--- config.mk ---
export PLATFORM = sky130hd
export DESIGN_NAME = hazard_detect_unit
export DESIGN_NICKNAME = d
export VERILOG_FILES = /design/src/rtl/hazard_detect_unit.sv
export SDC_FILE = /design/constraint.sdc
export NUM_CORES = 1
export LEC_CHECK = 0
export ABC_AREA = 1
export ABC_CLOCK_PERIOD_IN_PS = 1900
export CAP_MARGIN = 20
export CORE_MARGIN = 1
export CORE_UTILIZATION = 49
export CTS_CLUSTER_DIAMETER = 80
export CTS_CLUSTER_SIZE = 14
export DETAILED_ROUTE_END_ITERATION = 16
export PLACE_DENSITY = 0.8
export SLEW_MARGIN = 30
export SYNTH_ARGS = -nofsm -noshare
export SYNTH_HDL_FRONTEND = slang
export SYNTH_SLANG_ARGS = --single-unit
export TNS_END_PERCENT = 1
--- constraint.sdc ---
create_clock -name clk -period 1.9 [get_ports clk]
set_clock_uncertainty 0.15 [all_clocks]
set_input_delay 0.38 -clock clk [delete_from_list [all_inputs] [get_ports clk]]
set_output_delay 0.38 -clock clk [all_outputs]
set_load 0.01 [all_outputs]
--- src/rtl/hazard_detect_unit.sv ---
// Decode-side hazard detector: tracks destinations in flight (EX/MEM/WB) and
// raises an execute bubble (dhazard) and a fetch/decode freeze (stall).
module hazard_detect_unit #(
    parameter bit FWD_EN = 1'b1,
    parameter int CNT_W  = 16
) (
    input  logic             clk,
    input  logic             reset,
    input  logic [15:0]      id_ins,
    input  logic             flush,
    output logic             dhazard,
    output logic             stall,
    output logic [7:0]       busy_regs,
    output logic [CNT_W-1:0] stall_cnt
);

    localparam logic [3:0] OP_NOP    = 4'h0;
    localparam logic [3:0] OP_LOAD   = 4'h4;
    localparam logic [3:0] OP_STORE  = 4'h5;
    localparam logic [3:0] OP_BRANCH = 4'hC;

    typedef struct packed {
        logic       valid;
        logic [2:0] rd;
        logic       is_load;
    } sb_entry_t;

    sb_entry_t        ex_q, mem_q, wb_q, ex_d;
    logic [CNT_W-1:0] stall_cnt_q, stall_cnt_d;

    logic [3:0] op;
    logic [2:0] rs1, rs2, rd;
    logic       uses_rs1, uses_rs2, has_dst, is_load;
    logic       raw_ex, raw_mem, raw_wb, hz;

    // Function bits [2:0] carry no register fields for hazard purposes.
    logic unused_funct;
    assign unused_funct = &{1'b0, id_ins[2:0]};

    function automatic logic raw(input sb_entry_t e, input logic [2:0] r1, input logic [2:0] r2,
                                 input logic u1, input logic u2);
        return e.valid && ((u1 && (e.rd == r1)) || (u2 && (e.rd == r2)));
    endfunction

    always_comb begin
        op       = id_ins[15:12];
        rs1      = id_ins[11:9];
        rs2      = id_ins[8:6];
        rd       = id_ins[5:3];
        uses_rs1 = (op != OP_NOP);
        uses_rs2 = (op != OP_NOP) && (op != OP_LOAD);
        has_dst  = (op != OP_NOP) && (op != OP_STORE) && (op != OP_BRANCH);
        is_load  = (op == OP_LOAD);
    end

    assign raw_ex  = raw(ex_q,  rs1, rs2, uses_rs1, uses_rs2);
    assign raw_mem = raw(mem_q, rs1, rs2, uses_rs1, uses_rs2);
    assign raw_wb  = raw(wb_q,  rs1, rs2, uses_rs1, uses_rs2);

    // With forwarding only a load still in EX is too late for the consumer.
    assign hz      = FWD_EN ? (raw_ex && ex_q.is_load) : (raw_ex || raw_mem || raw_wb);
    assign stall   = hz && !flush;
    assign dhazard = hz || flush;

    always_comb begin
        ex_d = '0;
        if (!dhazard) begin
            ex_d.valid   = has_dst;
            ex_d.rd      = rd;
            ex_d.is_load = is_load && has_dst;
        end
    end

    always_comb begin
        stall_cnt_d = stall_cnt_q;
        if (stall && (stall_cnt_q != '1)) begin
            stall_cnt_d = stall_cnt_q + 1'b1;
        end
    end

    // NOTE: non-blocking assignments make the EX->MEM->WB shift use the
    // pre-edge values of every stage, exactly like the real pipeline registers.
    always_ff @(posedge clk) begin
        if (!reset) begin
            ex_q        <= '0;
            mem_q       <= '0;
            wb_q        <= '0;
            stall_cnt_q <= '0;
        end else begin
            ex_q        <= ex_d;
            mem_q       <= ex_q;
            wb_q        <= mem_q;
            stall_cnt_q <= stall_cnt_d;
        end
    end

    always_comb begin
        busy_regs = '0;
        if (ex_q.valid)  busy_regs[ex_q.rd]  = 1'b1;
        if (mem_q.valid) busy_regs[mem_q.rd] = 1'b1;
        if (wb_q.valid)  busy_regs[wb_q.rd]  = 1'b1;
    end

    assign stall_cnt = stall_cnt_q;

endmodule

# Word-level counts from Yosys, hierarchy flattened
# Cells that the tools add are included.
# word_totals
mem_count	0
mem_bits_ro	0
input_bits	19
latch_bits	0
out_inout_bits	26
register_bits	29
mem_bits_rw	0
# op_classes
n_lt_le_gt_ge	6
bitwise_logic	3
eq_ne	7
multipliers	0
n_mux	9
addsub	1
div_mod_pow	0
shift	0
reduce_logical	18
# op_table
cell	n
$mux W8	3
$add A16 B1 Y16 const B	1
$ne A16 B16 Y1 const B	1
$or A8 B8 Y8	2
$logic_and A1 B1 Y1	13
$lt A3 B4 Y1 const B	3
$demux W1 S3	3
$ge A3 B1 Y1 const B	3
$ne A4 B3 Y1 const B	2
$eq A3 B3 Y1	2
$eq A4 B3 Y1 const B	1
$ne A4 B4 Y1 const B	1
$reduce_bool A4 Y1	1
$mux W1	3
$logic_or A1 B1 Y1	2
$reduce_or A2 Y1	1
$logic_not A1 Y1	1
$not A1 Y1	1

# Depth between registers and ports, before layout
# Gate-level depths: netlist of run 1.
# depth
word_depth	9
mapped_depth	11
depth_no_buf	10

# Least setup slack after synthesis of run 1
# No wires, ideal clock.
# synth_timing
kind	register to register
from	register stall_cnt_q[1] (netlist: stall_cnt[1])
to	register stall_cnt_q[12] (netlist: stall_cnt[12])
slack_ns	0.216
arrival_time_ns	1.421
setup_ns	0.113
synth_period_minus_slack_ns	1.684
n_path_buf	0
t_required_ns	1.637
stages_incl_launch_ff	8
path_cell_list	dfxtp_1 ha_1 nand2_2 nor2_4 nand3_1 or2_2 nor2_1 nor2_1
# synth_via
elab_chain_len	2
elab_cells_between_ends	3
classes_between	1 x add/sub; 1 x eq/ne; 1 x reduce/logical
# synth_rtl
item	line	source
from (decl)	29	logic [CNT_W-1:0] stall_cnt_q, stall_cnt_d;
from (signal assigned)	93	stall_cnt_q <= stall_cnt_d;
branches (longest 2 deep; another with $add A16 B1 Y16)	-	
# Several ways; the timed one is not identified.
# A chain may end at the register's enable or synchronous reset.

# Worst setup path after layout of run 1
# layout_timing
from	register ex_q[3] (netlist bit)
to	output stall
# layout_via
elab_chain_len	6
elab_cells_between_ends	8
classes_between	2 x eq/ne; 6 x reduce/logical
# layout_rtl
item	line	source
from (decl)	28	sb_entry_t ex_q, mem_q, wb_q, ex_d;
from (signal assigned)	85	ex_q <= '0;
from (signal assigned)	90	ex_q <= ex_d;
$eq A3 B3 Y1	42	return e.valid && ((u1 && (e.rd == r1)) || (u2 && (e.rd == r2)));
$logic_and A1 B1 Y1	42	
$logic_or A1 B1 Y1 (*)	42	
$logic_and A1 B1 Y1 (*)	42	
$logic_and A1 B1 Y1 (*)	61	assign hz = FWD_EN ? (raw_ex && ex_q.is_load) : (raw_ex || raw_mem || raw_wb);
$logic_and A1 B1 Y1 (*)	62	assign stall = hz && !flush;
to (decl)	12	output logic stall,
# Mark *: on every way between the ends. The rest lies on a longest branch, timed or not.

==> results of run 1 <==
==> Yosys cell counts (2+ instances only) <==
cell type | number | area, sq um
xor2_1 | 4 | 35.03
nor2_4 | 2 | 22.52
o41ai_1 | 4 | 35.03
inv_2 | 3 | 11.26
o221ai_1 | 4 | 35.03
dfxtp_1 | 29 | 580.6
nor2_1 | 40 | 150.1
inv_1 | 48 | 180.2
o21ai_0 | 3 | 15.01
nand2_1 | 78 | 292.8
buf_6 | 2 | 22.52
a31oi_1 | 4 | 25.02
nand3_1 | 16 | 80.08
nand4_1 | 18 | 112.6
clkbuf_1 | 2 | 7.510
xnor2_1 | 2 | 17.52
o21bai_2 | 2 | 22.52
a21oi_1 | 11 | 55.05
buf_2 | 2 | 10.01
nor2_2 | 4 | 25.02
==> worst min-delay path by stage <==
stage | from | endpoint | depth (start not counted)
final | id_ins[13] | ex_q[4] | 3
after global routing | ex_q[4] | mem_q[4] | 2
after CTS | mem_q[2] | wb_q[2] | 2
after detailed placement | mem_q[2] | wb_q[2] | 2
after global placement | mem_q[2] | wb_q[2] | 2
after floorplan | mem_q[2] | wb_q[2] | 2
==> final cells by class <==
cell class                      instances  area [sq um]  area share, %
Tap cell                               46         57.56          2.172
Clock buffer                            6         72.57          2.738
Multi-Input combinational cell        200          1028          38.81
Timing Repair Buffer                   84         699.4          26.39
Sequential cell                        29         590.6          22.29
Clock inverter                          2         10.01         0.3777
Inverter                               51         191.4          7.224
==> timing repair <==
action / CTS / global route
pin swaps: 9 / 10
setup endpoints to repair: 10 / 12
setup buffers: 16 / 0
gates resized for setup: 38 / 27
==> state kept, by name (all words and copies together) (netlist names) <==
register	count
stall_cnt	16
ex_q	5
mem_q	4
wb_q	4
==> where the power goes <==
part	switching, mW	internal [mW]	total (mW)	leakage (nW)
combinational	0.0786	0.0788	0.157	0.951
clock	0.234	0.253	0.487	0.0450
sequential	0.0103	0.616	0.627	0.238
==> logic make-up (layout without fill, tap and decap cells) <==
| family | Yosys count | after routing | synth area share [%] |
|---|---|---|---|
| and+or+nand+nor | 163 | 163 | 39.81 |
| AOI/OAI and AO/OA | 30 | 30 | 11.33 |
| adders and majority gates | 1 | 1 | 0.6910 |
| buffers and inverters | 58 | 143 | 13.20 |
| DFF | 29 | 29 | 32.07 |
| xor gates and xnor gates | 6 | 6 | 2.903 |
==> routing by layer <==
| metal | vias up | global-route usage (%) | part of all wire [%] |
|---|---|---|---|
| li1 | 1090 | - | - |
| met1 | 953 | 34.76 | 43 |
| met2 | 75 | 45.11 | 49 |
| met3 | 8 | 6.204 | 5.9 |
| met4 | 0 | 10.17 | 1.9 |
| met5 | - | 0 | 0 |
==> critical path, delay by kind of cell (launching register included) <==
family	cells	cell delay, ps
and+or+nand+nor	5	400
DFF	1	370
buffers and inverters	3	260
AOI/OAI and AO/OA	1	200
==> impl_metrics.yaml, run 1 <==
global_route:
  grt_pass1_wl_mm: 8.521
  grt_max_degree: 21
  grt_pass1_vias: 1903
  antenna_found_initial: 0
  grt_remaining_overflow: 0
  grt_use_total_pct: 27.42
place:
  post-place-ws_ps: -701.9
  place_area_sq_mm: 0.002446
  post-place-cells: 394
  io_buffers: 41
  gp_congestion: 0.8953
  dp_hpwl_mm: 3.272
synthesis:
  syn_area_sq_mm: 0.001810
  ys_seq_area_share_pct: 32.07
  avgSynthCellArea_sq_um: 6.308
  synth_nets: 307
  async_reset_ff_share_pct: 0
  ys_types: 29
  synth_cells: 287
  ys.flop_type: "dfxtp_1"
  yosysWarningCount: 0
  ys_ff_latch: 29
  synth-edff-count: 0
worst_setup_path:
  critPathCapture: "stall"
  critPathKind: "flip-flop to output pin"
  ff2ff_setup_slack_ps: 140
  cp.arrival_ps: 1520
  cpPeakStageDelay_ps: 370
  worstPathCellList: "inv_2 -> nand2_1 -> nand2_1 -> nor2_1 -> nand2_1 -> a21oi_2 -> inv_2 -> nor2_2 -> buf_2"
  crit_top_cell: "nand2_1"
  startpoint_type: "flip-flop"
  crit_path_top_delay_cell: "dfxtp_2"
  reg2reg_from: "stall_cnt[1]"
  ff2ff_path_depth: 9
  cp-startpoint: "ex_q[3]"
  r2r_end: "stall_cnt[5]"
  critPathCaptureType: "output pin"
  crit_required_ps: 1370
  cp_max_fo: 4
cells_and_area:
  fill_cells: 273
  final_area_sq_mm: 0.002650
  area_growth_pct: 46.37
  fin_util_pct: 76.99
  mostFrequentLayoutCell: "nand2_1"
  final_cell_mix: "nand2_1 (74), inv_1 (44), buf_4 (42)"
  diodes: 0
  nets: 391
  drive_gt1_share_pct: 25.00
  fin_cells: 418
drt:
  drt_iter0_drc: 136
  wire_per_inst_um: 12.69
  wl_mm: 5.305
  drcViolationCount: 0
  ant_nets: 0
  dr_total_vias: 2126
  dr.pass1.iters: 4
  vias_per_cell: 5.086
outcome:
  status: "finished with violations"
  violations: "negative setup slack"
pwr:
  total_power_mw: 1.271
  vdd_drop_max_mv: 0.3633
  p_per_area_mw_per_mm2: 479.6
  p_leak_nw: 1.234
clock_network:
  root_buffer: "clkbuf_8"
  htreeDepth: 2
  cts_buffer_depth: 2
  cts_hold_buf: 0
  clock_latency_ps: 280
  cts_sinks: 29
  tritoncts: "yes"
  cts-buffers-inserted: 5
  clkTransAtPathRegs_ps: 60
sta:
  setup_tns_ps: -488.3
  fin_crit_ps: 2051
  finalCritPeriodShare_pct: 108.0
  grt_setup_unrepaired: "true"
  hold_ws_ps: 306.4
  fmax_mhz: 487.5
  tightest_slew_ps: 412.6
  hold_violations: 0
  slew_viol_final: 0
  worst_slack_ps: -151.4
  relSlewSlack_pct: 72.46
  final-setup-viol-count: 6
floorplanning:
  start_util_pct: 52.60
  ios: 45
  rows: 21
  die_y_um: 62.79
  die_w_um: 62.79
  die_area_sq_mm: 0.003942
  core-area_sq_mm: 0.003442
hold_path:
  hold_path_class: "input port to flip-flop"
run:
  cap_violations: 0
No activity file was read; power rests on OpenSTA's default activity.
==> run 2, diff against run 1 <==
--- a/config.mk
+++ b/config.mk
@@ -11,7 +11,7 @@
 export CORE_MARGIN = 1
 export CORE_UTILIZATION = 49
 export CTS_CLUSTER_DIAMETER = 80
-export CTS_CLUSTER_SIZE = 14
+export CTS_CLUSTER_SIZE = 8
 export DETAILED_ROUTE_END_ITERATION = 16
 export PLACE_DENSITY = 0.8
 export SLEW_MARGIN = 30
==> results of run 2 <==
The final DEF is identical to that of run 1; final timing and power are the same.
==> run 3, diff against run 2 <==
--- a/config.mk
+++ b/config.mk
@@ -6,14 +6,14 @@
 export NUM_CORES = 1
 export LEC_CHECK = 0
 export ABC_AREA = 1
-export ABC_CLOCK_PERIOD_IN_PS = 1900
+export ABC_CLOCK_PERIOD_IN_PS = 2400
 export CAP_MARGIN = 20
 export CORE_MARGIN = 1
-export CORE_UTILIZATION = 49
+export CORE_UTILIZATION = 53
 export CTS_CLUSTER_DIAMETER = 80
 export CTS_CLUSTER_SIZE = 8
 export DETAILED_ROUTE_END_ITERATION = 16
-export PLACE_DENSITY = 0.8
+export PLACE_DENSITY = 0.85
 export SLEW_MARGIN = 30
 export SYNTH_ARGS = -nofsm -noshare
 export SYNTH_HDL_FRONTEND = slang
==> constraint.sdc (replaced) <==
create_clock -name clk -period 2.4 [get_ports clk]
set_clock_uncertainty 0.15 [all_clocks]
set_input_delay 0.48 -clock clk [delete_from_list [all_inputs] [get_ports clk]]
set_output_delay 0.48 -clock clk [all_outputs]
set_load 0.01 [all_outputs]
==> run 3 against run 2 <==
- the run now ends clean
- sequential share of layout area grew 2.0 points
- combinational power shrank 37%
- worst hold slack gained 8.9 ps
- cell area shrank 9.3%
- critical path depth grew 1
- final cell count shrank 9.1%
- core utilization shrank 0.76 points
- sequential power shrank 21%
- clock power shrank 13%
- first-iteration DRC count shrank 37%
- largest cell class unchanged
- highest routed layer unchanged
==> impl_metrics.yaml, run 3 (same netlist as run 1, synthesis figures left out) <==
clock_network:
  cts_buffer_depth: 2
  tritoncts: "yes"
  cts_sinks: 29
  clkTransAtPathRegs_ps: 90
  root_buffer: "clkbuf_4"
  clock_latency_ps: 330
  htreeDepth: 2
  cts-buffers-inserted: 5
place:
  post-place-cells: 372
  dp_hpwl_mm: 3.070
  io_buffers: 41
  gp_congestion: 0.8642
  post-place-ws_ps: -372.8
run:
  cap_violations: 0
sta:
  tightest_slew_ps: 485.2
  hold_violations: 0
  fin_crit_ps: 2355
  fmax_mhz: 424.6
  worst_slack_ps: 44.79
  setup_tns_ps: 0
  final-setup-viol-count: 0
  slew_viol_final: 0
  grt_setup_unrepaired: "true"
  relSlewSlack_pct: 67.56
  finalCritPeriodShare_pct: 98.13
hold_path:
  hold_path_class: "flip-flop to flip-flop"
  hold_depth: 2
global_route:
  grt_use_total_pct: 25.35
  antenna_found_initial: 0
  grt_remaining_overflow: 0
  grt_pass1_vias: 1631
  grt_max_degree: 21
  grt_pass1_wl_mm: 6.865
floorplanning:
  die_area_sq_mm: 0.003654
  die_y_um: 60.45
  ios: 45
  rows: 20
  core-area_sq_mm: 0.003153
  die_w_um: 60.45
  start_util_pct: 57.42
drt:
  dr.pass1.iters: 4
  wire_per_inst_um: 11.51
  wl_met3_um: 216
  route.met2.wl_mm: 1.975
  drt-met1-wl_mm: 2.078
  ant_nets: 0
  vias_per_cell: 5.100
  drcViolationCount: 0
  wl_mm: 4.374
  dr_total_vias: 1938
  top_layer: "met4"
  drt_iter0_drc: 86
worst_setup_path:
  critPathKind: "input port to output pin"
  critPathCaptureType: "output pin"
  worst-path-stages: 10
  crit_required_ps: 1770
  cpPeakStageDelay_ps: 480
  worstPathCellList: "clkdlybuf4s50_1 -> inv_1 -> nand2_1 -> nand2_1 -> nor2_1 -> nand2_2 -> a21oi_2 -> inv_2 -> nor2_1 -> buf_2"
  cpLargestDelayFamily: "buffers and inverters"
  ff2ff_path_depth: 8
  cp.arrival_ps: 1730
  startpoint_type: "input port"
  crit_path_top_delay_cell: "clkdlybuf4s50_1"
  path_buf_inv: 4
  cp_max_fo: 3
outcome:
  status: "finished, final reports clean"
cells_and_area:
  diodes: 0
  fill_cells: 265
  nets: 355
  area_growth_pct: 32.76
  drive_gt1_share_pct: 12.50
  mostFrequentLayoutCell: "nand2_1"
  largest_reg_flops: 16
  final_cell_mix: "nand2_1 (74), inv_1 (46), nor2_1 (39)"
  fin_cells: 380
pwr:
  p_leak_nw: 1.112
  total_power_mw: 1.021
  p_per_area_mw_per_mm2: 424.7
  vdd_drop_max_mv: 0.3736
## run 3: cell type report
cell class	instances	area (sq um)	area share, %
clock buffers	7	55.05	2.290
clock inverters	1	30.03	1.249
inverters	51	191.4	7.965
multi-input cells	200	1016	42.27
flip-flops and latches	29	584.3	24.31
well taps	44	55.05	2.290
repair buffers	48	471.7	19.63
## run 3: worst register-to-register path: stages (launching register included)
cell and delay, ps:
dfxtp_1 410, ha_1 230, nand2_2 100, inv_1 70, nand2_1 70, nor2_1 180, nand4_1 430, nand4_1 270
a21oi_1 80
## run 3: path summary, 6_finish.rpt
kind                     start      endpoint  slack (ps)
setup reg to reg  stall_cnt[1]  stall_cnt[9]         310
hold reg to reg       mem_q[2]       wb_q[2]         320
hold / removal        mem_q[2]       wb_q[2]         320
setup / recovery     id_ins[8]         stall          40
## run 3: timing repair
action	CTS	global route
gates cloned	0	0
pin swaps	3	2
gates resized for setup	18	14
endpoints found under the setup margin	6	6
hold buffers	0	0
setup buffers	0	0
## run 3: power by group
part,internal [mW],switching (mW)
combinational,0.0480,0.0513
sequential,0.488,0.00877
clock,0.249,0.176
total,0.785,0.236
## run 3: per-layer routing
| metal | GRT usage [%] | up-vias |
|---|---|---|
| li1 | - | 1013 |
| met1 | 32.98 | 859 |
| met2 | 39.40 | 53 |
| met3 | 6.183 | 13 |
| met4 | 12.34 | 0 |
| met5 | 0 | - |
## run 3: metrics by stage
stage | utilization, % | area (sq um) | hold slack (ps)
after floorplan | - | 1810 | 270.4
after global placement | 72.34 | 2281 | 289.6
after detailed placement | 72.34 | 2281 | 294.3
after CTS | 75.24 | 2372 | 316.2
after global routing | 76.23 | 2404 | 335.2
final | 76.23 | 2404 | 315.3
